## src/rtl/sobel_window_addr_pkg.sv

```systemverilog
`default_nettype none
// +----------------------------------------------------------------------------+
// | Package     : sobel_pkg                                                    |
// | Description : Shared types for the Sobel window address generator:        |
// |               controller state encoding, move-direction encoding and the   |
// |               largest supported kernel size.                               |
// | Revision    : 1.0  initial release                                         |
// +----------------------------------------------------------------------------+
package sobel_pkg;

  // Largest supported (odd) kernel size; also sizes the fetch counters
  localparam int K_MAX = 7;

  typedef enum logic [2:0] {
    ST_IDLE  = 3'd0,
    ST_FILL  = 3'd1,
    ST_SHIFT = 3'd2,
    ST_WRITE = 3'd3,
    ST_DONE  = 3'd4
  } state_t;

  // Encoding is visible on the dir output port
  typedef enum logic [1:0] {
    DIR_IDLE  = 2'b00,
    DIR_RIGHT = 2'b01,
    DIR_LEFT  = 2'b10,
    DIR_DOWN  = 2'b11
  } dir_t;

endpackage
`default_nettype wire

```

## src/rtl/sobel_window_coord.sv

```systemverilog
`default_nettype none
// +----------------------------------------------------------------------------+
// | Module      : sobel_window_coord                                           |
// | Description : Tracks the top-left corner (wx,wy) of the current window,    |
// |               the serpentine horizontal direction, and decides the next    |
// |               move (right / left / down) or that the frame is complete.    |
// | Revision    : 1.0  initial release                                         |
// +----------------------------------------------------------------------------+
module sobel_window_coord
  import sobel_pkg::*;
#(
  parameter int DIM_W = 12,
  parameter int K     = 3
) (
  input  logic             clk,
  input  logic             rst,
  input  logic             i_init,
  input  logic             i_step,
  input  logic [DIM_W-1:0] i_cols,
  input  logic [DIM_W-1:0] i_rows,
  output dir_t             o_move,
  output logic             o_last
);

  logic [DIM_W-1:0] r_wx;
  logic [DIM_W-1:0] r_wy;
  logic             r_go_left;
  logic [DIM_W-1:0] w_x_max;
  logic [DIM_W-1:0] w_y_max;

  // Largest legal top-left coordinate in each axis
  assign w_x_max = i_cols - DIM_W'(K);
  assign w_y_max = i_rows - DIM_W'(K);

  // Next move: continue along the row, else drop a row, else the frame is done
  always_comb begin
    o_move = DIR_IDLE;
    o_last = 1'b0;
    if (!r_go_left && (r_wx < w_x_max)) begin
      o_move = DIR_RIGHT;
    end else if (r_go_left && (r_wx != '0)) begin
      o_move = DIR_LEFT;
    end else if (r_wy < w_y_max) begin
      o_move = DIR_DOWN;
    end else begin
      o_last = 1'b1;
    end
  end

  // Apply the chosen move; a down move reverses the horizontal sweep
  always_ff @(posedge clk or posedge rst) begin
    if (rst) begin
      r_wx      <= '0;
      r_wy      <= '0;
      r_go_left <= 1'b0;
    end else if (i_init) begin
      r_wx      <= '0;
      r_wy      <= '0;
      r_go_left <= 1'b0;
    end else if (i_step) begin
      case (o_move)
        DIR_RIGHT: r_wx <= r_wx + DIM_W'(1);
        DIR_LEFT:  r_wx <= r_wx - DIM_W'(1);
        DIR_DOWN: begin
          r_wy      <= r_wy + DIM_W'(1);
          r_go_left <= ~r_go_left;
        end
        default: ;
      endcase
    end
  end

endmodule
`default_nettype wire

```

## src/rtl/sobel_window_addr.sv

```systemverilog
`default_nettype none
// +----------------------------------------------------------------------------+
// | Module      : sobel_window_addr                                            |
// | Description : Generates read addresses for a KxK sliding window scanned    |
// |               in serpentine order (full fetch for the first window, one    |
// |               new column/row per move) and one centre write address per    |
// |               window. Addresses are built by accumulation, no multiplier.  |
// |               Optional: define SOBEL_WINDOW_ADDR_PERF_EN to add the        |
// |               saturating win_count output.                                 |
// | Revision    : 1.0  initial release                                         |
// +----------------------------------------------------------------------------+
module sobel_window_addr
  import sobel_pkg::*;
#(
  parameter int ADDR_W = 16,
  parameter int DIM_W  = 12,
  parameter int K      = 3
) (
  input  logic              clk,
  input  logic              reset,
  input  logic              start,
  input  logic [DIM_W-1:0]  img_cols,
  input  logic [DIM_W-1:0]  img_rows,
  input  logic [ADDR_W-1:0] base_addr_r,
  input  logic [ADDR_W-1:0] base_addr_w,
  output logic              rd_valid,
  input  logic              rd_ready,
  output logic [ADDR_W-1:0] rd_addr,
  output logic              rd_last,
  output logic              wr_valid,
  input  logic              wr_ready,
  output logic [ADDR_W-1:0] wr_addr,
  output logic [1:0]        dir,
  output logic              busy,
  output logic              done,
  output logic              cfg_err
`ifdef SOBEL_WINDOW_ADDR_PERF_EN
  ,
  output logic [31:0]       win_count
`endif
);

  localparam int CW = $clog2(K_MAX);
  localparam int C  = (K - 1) / 2;
  localparam logic [CW-1:0] c_KM1 = CW'(K - 1);
  localparam logic [CW-1:0] c_KM2 = CW'(K - 2);
  localparam logic [CW-1:0] c_CTR = CW'(C);

  state_t            r_state;
  logic [DIM_W-1:0]  r_cols;
  logic [DIM_W-1:0]  r_rows;
  logic [ADDR_W-1:0] r_win;      // read address of window top-left pixel
  logic [ADDR_W-1:0] r_bot;      // read address of window bottom-left pixel
  logic [ADDR_W-1:0] r_line;     // start of current row during the full fetch
  logic [ADDR_W-1:0] r_rd_addr;
  logic              r_rd_valid;
  logic              r_rd_last;
  logic [ADDR_W-1:0] r_wr_addr;  // write address of current window centre
  logic              r_wr_valid;
  dir_t              r_dir;
  logic              r_busy;
  logic              r_done;
  logic              r_cfg_err;
  logic [CW-1:0]     r_cnt_in;
  logic [CW-1:0]     r_cnt_out;

  logic [ADDR_W-1:0] w_cols_a;
  logic              w_rd_fire;
  logic              w_wr_fire;
  logic              w_cfg_bad;
  logic              w_init;
  logic              w_step;
  dir_t              w_move;
  logic              w_last;

  assign w_cols_a  = ADDR_W'(r_cols);
  assign w_rd_fire = r_rd_valid && rd_ready;
  assign w_wr_fire = r_wr_valid && wr_ready;
  assign w_cfg_bad = (img_cols < DIM_W'(K)) || (img_rows < DIM_W'(K));
  assign w_init    = (r_state == ST_IDLE) && start && !w_cfg_bad;
  assign w_step    = (r_state == ST_WRITE) && w_wr_fire && !w_last;

  sobel_window_coord #(
    .DIM_W (DIM_W),
    .K     (K)
  ) u_coord (
    .clk    (clk),
    .rst    (reset),
    .i_init (w_init),
    .i_step (w_step),
    .i_cols (r_cols),
    .i_rows (r_rows),
    .o_move (w_move),
    .o_last (w_last)
  );

  // Frame controller: fetch sequencing, write issue and incremental addressing
  always_ff @(posedge clk or posedge reset) begin
    if (reset) begin
      r_state    <= ST_IDLE;
      r_cols     <= '0;
      r_rows     <= '0;
      r_win      <= '0;
      r_bot      <= '0;
      r_line     <= '0;
      r_rd_addr  <= '0;
      r_rd_valid <= 1'b0;
      r_rd_last  <= 1'b0;
      r_wr_addr  <= '0;
      r_wr_valid <= 1'b0;
      r_dir      <= DIR_IDLE;
      r_busy     <= 1'b0;
      r_done     <= 1'b0;
      r_cfg_err  <= 1'b0;
      r_cnt_in   <= '0;
      r_cnt_out  <= '0;
    end else begin
      r_done <= 1'b0;
      case (r_state)
        ST_IDLE: begin
          if (start) begin
            if (w_cfg_bad) begin
              r_cfg_err <= 1'b1;
              r_done    <= 1'b1;
              r_state   <= ST_DONE;
            end else begin
              r_cfg_err  <= 1'b0;
              r_busy     <= 1'b1;
              r_cols     <= img_cols;
              r_rows     <= img_rows;
              r_win      <= base_addr_r;
              r_line     <= base_addr_r;
              r_rd_addr  <= base_addr_r;
              // column offset of the centre now; row offset accrues during the fill
              r_wr_addr  <= base_addr_w + ADDR_W'(C);
              r_cnt_in   <= '0;
              r_cnt_out  <= '0;
              r_rd_valid <= 1'b1;
              r_rd_last  <= 1'b0;
              r_dir      <= DIR_RIGHT;
              r_state    <= ST_FILL;
            end
          end
        end

        ST_FILL: begin
          if (w_rd_fire) begin
            if (r_cnt_in == c_KM1) begin
              if (r_cnt_out == c_KM1) begin
                r_rd_valid <= 1'b0;
                r_rd_last  <= 1'b0;
                r_bot      <= r_line;
                r_wr_valid <= 1'b1;
                r_state    <= ST_WRITE;
              end else begin
                r_cnt_in  <= '0;
                r_cnt_out <= r_cnt_out + CW'(1);
                r_line    <= r_line + w_cols_a;
                r_rd_addr <= r_line + w_cols_a;
                if (r_cnt_out < c_CTR) begin
                  r_wr_addr <= r_wr_addr + w_cols_a;
                end
              end
            end else begin
              r_cnt_in  <= r_cnt_in + CW'(1);
              r_rd_addr <= r_rd_addr + ADDR_W'(1);
              r_rd_last <= (r_cnt_out == c_KM1) && (r_cnt_in == c_KM2);
            end
          end
        end

        ST_SHIFT: begin
          if (w_rd_fire) begin
            if (r_cnt_in == c_KM1) begin
              r_rd_valid <= 1'b0;
              r_rd_last  <= 1'b0;
              r_wr_valid <= 1'b1;
              r_state    <= ST_WRITE;
            end else begin
              r_cnt_in  <= r_cnt_in + CW'(1);
              r_rd_last <= (r_cnt_in == c_KM2);
              // down moves read a row; horizontal moves read a column
              if (r_dir == DIR_DOWN) begin
                r_rd_addr <= r_rd_addr + ADDR_W'(1);
              end else begin
                r_rd_addr <= r_rd_addr + w_cols_a;
              end
            end
          end
        end

        ST_WRITE: begin
          if (w_wr_fire) begin
            r_wr_valid <= 1'b0;
            if (w_last) begin
              r_busy  <= 1'b0;
              r_done  <= 1'b1;
              r_dir   <= DIR_IDLE;
              r_state <= ST_DONE;
            end else begin
              r_dir      <= w_move;
              r_cnt_in   <= '0;
              r_rd_valid <= 1'b1;
              r_rd_last  <= 1'b0;
              r_state    <= ST_SHIFT;
              case (w_move)
                DIR_RIGHT: begin
                  r_win     <= r_win + ADDR_W'(1);
                  r_bot     <= r_bot + ADDR_W'(1);
                  r_wr_addr <= r_wr_addr + ADDR_W'(1);
                  r_rd_addr <= r_win + ADDR_W'(K);
                end
                DIR_LEFT: begin
                  r_win     <= r_win - ADDR_W'(1);
                  r_bot     <= r_bot - ADDR_W'(1);
                  r_wr_addr <= r_wr_addr - ADDR_W'(1);
                  r_rd_addr <= r_win - ADDR_W'(1);
                end
                default: begin
                  r_win     <= r_win + w_cols_a;
                  r_bot     <= r_bot + w_cols_a;
                  r_wr_addr <= r_wr_addr + w_cols_a;
                  r_rd_addr <= r_bot + w_cols_a;
                end
              endcase
            end
          end
        end

        ST_DONE: begin
          r_state <= ST_IDLE;
        end

        default: begin
          r_state <= ST_IDLE;
        end
      endcase
    end
  end

  assign rd_valid = r_rd_valid;
  assign rd_addr  = r_rd_addr;
  assign rd_last  = r_rd_last;
  assign wr_valid = r_wr_valid;
  assign wr_addr  = r_wr_addr;
  assign dir      = r_dir;
  assign busy     = r_busy;
  assign done     = r_done;
  assign cfg_err  = r_cfg_err;

`ifdef SOBEL_WINDOW_ADDR_PERF_EN
  logic [31:0] r_win_count;

  // Saturating count of accepted writes in the current frame
  always_ff @(posedge clk or posedge reset) begin
    if (reset) begin
      r_win_count <= '0;
    end else if (w_init) begin
      r_win_count <= '0;
    end else if (w_wr_fire && (r_win_count != '1)) begin
      r_win_count <= r_win_count + 32'd1;
    end
  end

  assign win_count = r_win_count;
`endif

endmodule
`default_nettype wire

```

## config.mk

```make
export PLATFORM = sky130hd
export DESIGN_NAME = sobel_window_addr
export DESIGN_NICKNAME = d
export VERILOG_FILES = /design/src/rtl/sobel_window_addr_pkg.sv /design/src/rtl/sobel_window_coord.sv /design/src/rtl/sobel_window_addr.sv
export SDC_FILE = /design/constraint.sdc
export NUM_CORES = 1
export LEC_CHECK = 0
export CAP_MARGIN = 30
export CORE_MARGIN = 1.5
export CORE_UTILIZATION = 65
export DETAILED_ROUTE_END_ITERATION = 8
export PLACE_DENSITY = 0.87
export SYNTH_ARGS = -nofsm -noshare
export SYNTH_HDL_FRONTEND = slang
export SYNTH_SLANG_ARGS = --single-unit
```

## constraint.sdc

```tcl
create_clock -name clk -period 15.85 [get_ports clk]
set_input_delay 3.17 -clock clk [delete_from_list [all_inputs] [get_ports clk]]
set_output_delay 3.17 -clock clk [all_outputs]
set_load 0.05 [all_outputs]
```

* Yosys cells after proc, flatten, opt, wreduce, memory -nomap -nowiden
Cells that the tools add are included.
** Operators by class
- Muxes and demuxes :: 114
- Bitwise operators :: 2
- Divide/modulo/power cells :: 0
- $mul :: 0
- Shifts and indexed selects :: 0
- Reduce and logical (&&, ||, !) cells :: 39
- Add/sub/neg operators :: 21
- Equal/unequal tests :: 25
- Order comparisons :: 5
** Operators by type and width (number)
- $mux 16 :: 27
- $pmux 16 s2 :: 7
- $add 16x1->16 const B :: 5
- $add 16x12->16 :: 5
- $pmux 16 s4 :: 1
- $mux 3 :: 21
- $mux 12 :: 5
- $pmux 16 s3 :: 1
- $sub 16x1->16 const B :: 3
- $mux 1 :: 35
- $ne 2x2->1 const B :: 13
- $add 12x1->12 const B :: 2
- $lt 12x12->1 :: 2
- $lt 12x2->1 const B :: 2
- $pmux 12 s2 :: 1
- $pmux 3 s4 :: 2
- $sub 12x2->12 const B :: 2
- $reduce_and 9->1 :: 2
- $add 16x2->16 const B :: 1
- $mux 2 :: 7
- $reduce_and 7->1 :: 2
- $eq 3x2->1 const B :: 4
- $reduce_and 6->1 :: 2
- $reduce_bool 12->1 :: 1
- other kinds (26) :: 53
** Word-level totals
- Bits of input ports :: 61
- Memory bits (read-only) :: 0
- Memory bits (writable) :: 0
- Word-level logic and storage cells :: 226
- Latch bits :: 0
- Bits in registers :: 146
- Output and inout port bits :: 40
- Memories :: 0

* Depth between registers and ports, before layout
- Word-level depth :: 10
- Gate-level depth with buffers :: 23
- Gate-level depth less buffers :: 22

* Hierarchy
Synthesis repeated with hierarchy kept, for this count alone.
** Unflattened totals
- Cells, all modules :: 2043
- Area total of the unflattened synthesis :: 15514.9 um2
** Modules (own cells, without submodules)
- sobel_window_addr :: times used 1, sequential area each 3027.9 um2, cells an instance 1725, area an instance 12692.2 um2
- sobel_window_coord :: times used 1, sequential area each 625.6 um2, cells an instance 318, area an instance 2822.7 um2

* Worst setup path before layout
No wires, ideal clock.
- Path kind :: register to register
- Start :: reg r_cols[1]
- End :: reg r_win[13]
- Stages on the path, launching flop included :: 24
- Slack :: 10.627 ns
- Data required time :: 15.763 ns
- Data arrival time :: 5.136 ns
- Path through :: dfrtp_1 > a21oi_1 > nor3b_1 > nand2b_1 > nor2_1 > xnor2_1 > ha_1 > nand4_1 > a211oi_1 > o211ai_1 > nand2_1 > clkbuf_1 > clkbuf_1 > nand2_1 > inv_1 > ha_1 > a21o_1 > a21oi_1 > o21ai_0 > and4_1 > or3_1 > a31oi_1 > o311ai_0 > o211ai_1
** On the way
- Longest elaborated chain between the ends :: 9
- Elaborated cells on any way between the ends :: 14
** RTL lines
- start: declaration :: line sobel_window_addr.sv:50 : logic [DIM_W-1:0] r_cols;
- start signal: assignment :: line sobel_window_addr.sv:129 : r_cols <= img_cols;
- $sub 12x2->12 :: line sobel_window_coord.sv:32 : assign w_x_max = i_cols - DIM_W'(K);
- $lt 12x12->1 :: line sobel_window_coord.sv:39 : if (!r_go_left && (r_wx < w_x_max)) begin
- $logic_and 1x1->1 :: line sobel_window_coord.sv:39
- $mux 2 :: line sobel_window_coord.sv:39
- $eq 2x2->1 or $eq 2x1->1 (tied branches) :: line sobel_window_addr.sv:206 : case (w_move)
- $pmux 16 s2 :: line sobel_window_addr.sv:206
- $mux 16 :: line sobel_window_addr.sv:195 : if (w_last) begin
- $mux 16 :: line sobel_window_addr.sv:193 : if (w_wr_fire) begin
- $pmux 16 s2 :: line sobel_window_addr.sv:119 : case (r_state)
- end signal: assignment :: line sobel_window_addr.sv:131 : r_win <= base_addr_r;
- end signal: assignment :: line sobel_window_addr.sv:208 : r_win <= r_win + ADDR_W'(1);
- end signal: assignment :: line sobel_window_addr.sv:214 : r_win <= r_win - ADDR_W'(1);
- end: declaration :: line sobel_window_addr.sv:52 : logic [ADDR_W-1:0] r_win;
Parallel ways exist; a longest one is shown, timed or not. The select of a mux whose other input is x is not followed.
A chain may end at the register's enable or synchronous reset.

* Worst setup path after layout
- Start :: reg r_cols[0]
- End :: reg r_win[15]
The elaborated chain is that of the path after synthesis.

==> qor.csv <==
stage;metric;value;unit
pwr;Leak;7.21;nW
synth;Synth Cell Area;14500;um2
floorplan;I/O pins;101;
grt;final global-route overflow total;0;
worst_hold_path;worst hold path class;flop to flop;
clock_tree;setup bufs post-CTS;0;
drt;met3 wire len;5890;um
layout;most common cell after layout, fill and taps aside;nand2_1;
setup_path;reg2reg end;r_win[15];
floorplan;# rows;54;
clock_tree;Clock transition at path regs;70;ps
drt;initial DRC count;2055;
outcome;failing checks;DRC;
setup_path;Worst setup EP type;flop;
floorplan;die area;23300;um2
sta;Final Critical Period;6140;ps
setup_path;R2R depth;22;
synth;asr flop ratio synth;100;%
layout;diode count;0;
floorplan;die height;153;um
outcome;status;complete, but fails checks;
setup_path;CP max stage cell;dfrtp_1;
sta;Worst-Margin Slew;1180;ps
synth;Post-synth EDFFs;0;
synth;post-synth cell types;80;
sta;final slew viol count;0;
setup_path;r2r setup slk;9710;ps
synth;sequential element share of the synthesized area;25.1;%
floorplan;Die X;153;um
synth;number of synthesized register bits;146;
clock_tree;Root Driver;clkbuf_16;
drt;DR DRC count;1;
layout;most frequent cells in the layout;nand2_1 (251), nor2_1 (155), dfrtp_1 (146), o21ai_0 (142), ha_1 (131);
sta;fin crit share;38.7;%
pwr;Worst VDD drop;0.0000563;V
setup_path;worst stage delay on the critical path;660;ps
sta;Final setup violation count;0;
sta;f_max;0.163;GHz
place;pre-CTS WS;9400;ps
grt;first-pass GRT wire length;79300;um
clock_tree;cts bufs inserted;17;
drt;met1 wire length;19300;um
layout;Area growth syn-to-layout;13.1;%
grt;GRT Total Usage;42.9;%
sta;slew margin rel.;20.4;%
clock_tree;Clk Latency, worst-skew pair;450;ps
floorplan;Core Region;21900;um2
clock_tree;Max clock buf depth;2;
layout;Final Core Density;75.2;%
drt;detailed-route wire length per cell;22.8;um
drt;Vias;15500;
grt;vias in the first global route;14500;
place;Post-DP HPWL;36600;um
place;placed inst area;15800;um2
drt;metal2 WL;21700;um
sta;RSZ-0062 raised after global routing;false;
drt;final WL;50700;um
setup_path;Setup CP Type;flop to flop;
place;Buffers on Ports;100;
synth;Synthesized Nets;2067;
place;Final Wtd Congestion;1.04;
drt;TritonRoute pass-1 iters;9;
clock_tree;post_cts resized;0;
worst_hold_path;Hold Path End;busy;
layout;Final Cell Area;16500;um2
setup_path;CP Data Required Time;16170;ps
sta;final setup margin;9710;ps
setup_path;worst r2r src;r_cols[0];
setup_path;crit-path max FO;25;
setup_path;worst-path cell chain;a21oi_1 -> nor3b_1 -> nand2b_1 -> nor4_1 -> xnor2_1 -> ha_1 -> a21o_1 -> a21oi_1 -> o21a_1 -> nand2_1 -> buf_4 -> nand2_1 -> inv_1 -> ha_1 -> a21o_1 -> a21oi_1 -> o21ai_0 -> and4_1 -> or3_1 -> a31oi_1 -> o21a_1 -> o211ai_1;
synth;Syn Area/Cell;7.79;um2
grt;initial antenna violation count;0;
layout;Total Nets Final;2126;
floorplan;initial cell density of the core;66.5;%
synth;dominant synthesized flop cell;dfrtp_1;
pwr;PwrDens;55.9;nW/um2
drt;highest metal used;met4;
setup_path;Crit path top cell by count;a21oi_1;
grt;largest net degree at the start of global routing;102;
clock_tree;Hold-fix buffers, CTS;0;
clock_tree;CTS tree;yes;
synth;Gate Count Post-Synth;1867;
sta;clk_skew;19.0;ps
drt;Final ANT Viol Nets;0;
synth;Synth Warn #;0;
flow_run;Max-Cap Viols;0;
worst_hold_path;hold_sp;busy;
sta;Final Hold Vio Count;0;
sta;setup TNS;0;ps
clock_tree;CTS sink count;146;
drt;Via-to-Cell Ratio;7.00;
setup_path;CP Data Arrival Time;6460;ps
layout;layout cells sized above 1;4.69;%
setup_path;Critical Path Start Type;flop;
clock_tree;H-tree depth;4;
worst_hold_path;Min-Delay Path Depth;2;
==> synth_stat cells, types with 7 or more instances <==
master / n / share of area (%)
o22a_1: 7 / 0.42
nand3_1: 63 / 2.2
o311ai_0: 7 / 0.42
a311oi_1: 9 / 0.54
inv_1: 43 / 1.1
o22ai_1: 12 / 0.52
or3_1: 22 / 0.95
o31a_1: 7 / 0.42
o21bai_1: 12 / 0.62
ha_1: 131 / 11
o31ai_1: 25 / 1.3
nor3_1: 66 / 2.3
or4_1: 7 / 0.36
nor2b_1: 14 / 0.60
nand4_1: 21 / 0.90
buf_2: 15 / 0.52
a22o_1: 8 / 0.48
o21a_1: 20 / 1.0
o21ai_0: 144 / 5.0
clkbuf_1: 65 / 1.7
nor2_1: 156 / 4.0
xor2_1: 56 / 3.4
o211ai_1: 24 / 1.2
a21o_1: 28 / 1.4
nand2b_1: 13 / 0.56
fa_1: 8 / 1.1
and2_1: 19 / 0.82
nor4_1: 23 / 0.99
a211oi_1: 43 / 2.2
or2_2: 9 / 0.39
a21oi_1: 126 / 4.3
dfrtp_1: 146 / 25
xnor2_1: 85 / 5.1
and3_1: 21 / 0.90
nand2_1: 251 / 6.5
a31oi_1: 31 / 1.3
mux2i_1: 13 / 0.89
o2111ai_1: 9 / 0.54
==> worst max-delay path, delay by kind of cell (launching register included) <==
kind	cells	cell delay, ps
AO/OA/AOI/OAI	10	2540
AND/OR/NAND/NOR	7	1750
flip-flops	1	660
adder cells (fa/ha/maj)	2	530
buffers and inverters	2	320
XOR/XNOR	1	180
==> registers in the layout, summed over array words and instances (netlist names), 2 cells and up <==
name	flops
r_cols	12
u_coord.r_wy	12
r_win	16
r_cnt_out	3
r_line	16
r_rows	12
rd_addr	16
r_bot	16
wr_addr	16
u_coord.r_wx	12
r_cnt_in	3
dir	2
r_state	3
==> routing by layer <==
layer | up-vias | track usage (%)
met4 | 0 | 27.4
met2 | 1060 | 65.4
li1 | 7050 | -
met5 | - | 0
met3 | 237 | 8.42
met1 | 7196 | 55.9
==> area by class of cell <==
class / count / area [um2]
repair buffers: 125 / 1240
well taps: 280 / 350
clock buffers: 17 / 425
inverters: 44 / 170
fillers: 1649 / 5440
clock inverters: 15 / 183
flip-flops and latches: 146 / 3650
multi-input cells: 1592 / 10400
==> stage by stage <==
stage	hold slack [ps]	std cells	total power, mW
finish	506	2219	0.919
global route	526	2219	0.940
CTS	498	2216	0.914
detailed placement	476	2184	0.498
global placement	472	2183	0.495
floorplan	464	1867	0.448
==> logic make-up after synthesis <==
group / count (synthesis) / synth area share, %
mux: 14 / 0.972
compound gates: 585 / 26.5
fa+ha+maj: 139 / 12.4
buf+inv: 129 / 3.46
flops: 146 / 25.1
xor+xnor: 141 / 8.49
simple gates: 713 / 23.1
==> power by group <==
| part | total [mW] | switching (mW) | internal, mW |
|---|---|---|---|
| clock network | 0.423 | 0.209 | 0.214 |
| logic | 0.110 | 0.0655 | 0.0444 |
| registers | 0.386 | 0.0112 | 0.375 |
==> worst max path at each step <==
stage	end	depth (start not counted)	from	slack [ps]
2_1_floorplan	busy	1	reset	8760
3_3_place_gp	u_coord.r_wx[11]	9	img_cols[6]	9480
3_5_place_dp	u_coord.r_wx[11]	9	img_cols[6]	9400
4_1_cts	u_coord.r_wx[11]	9	img_cols[10]	9830
5_1_grt	r_win[15]	22	r_cols[2]	9460
6_report	r_win[15]	22	r_cols[0]	9710
(Power assumes the default switching activity.)
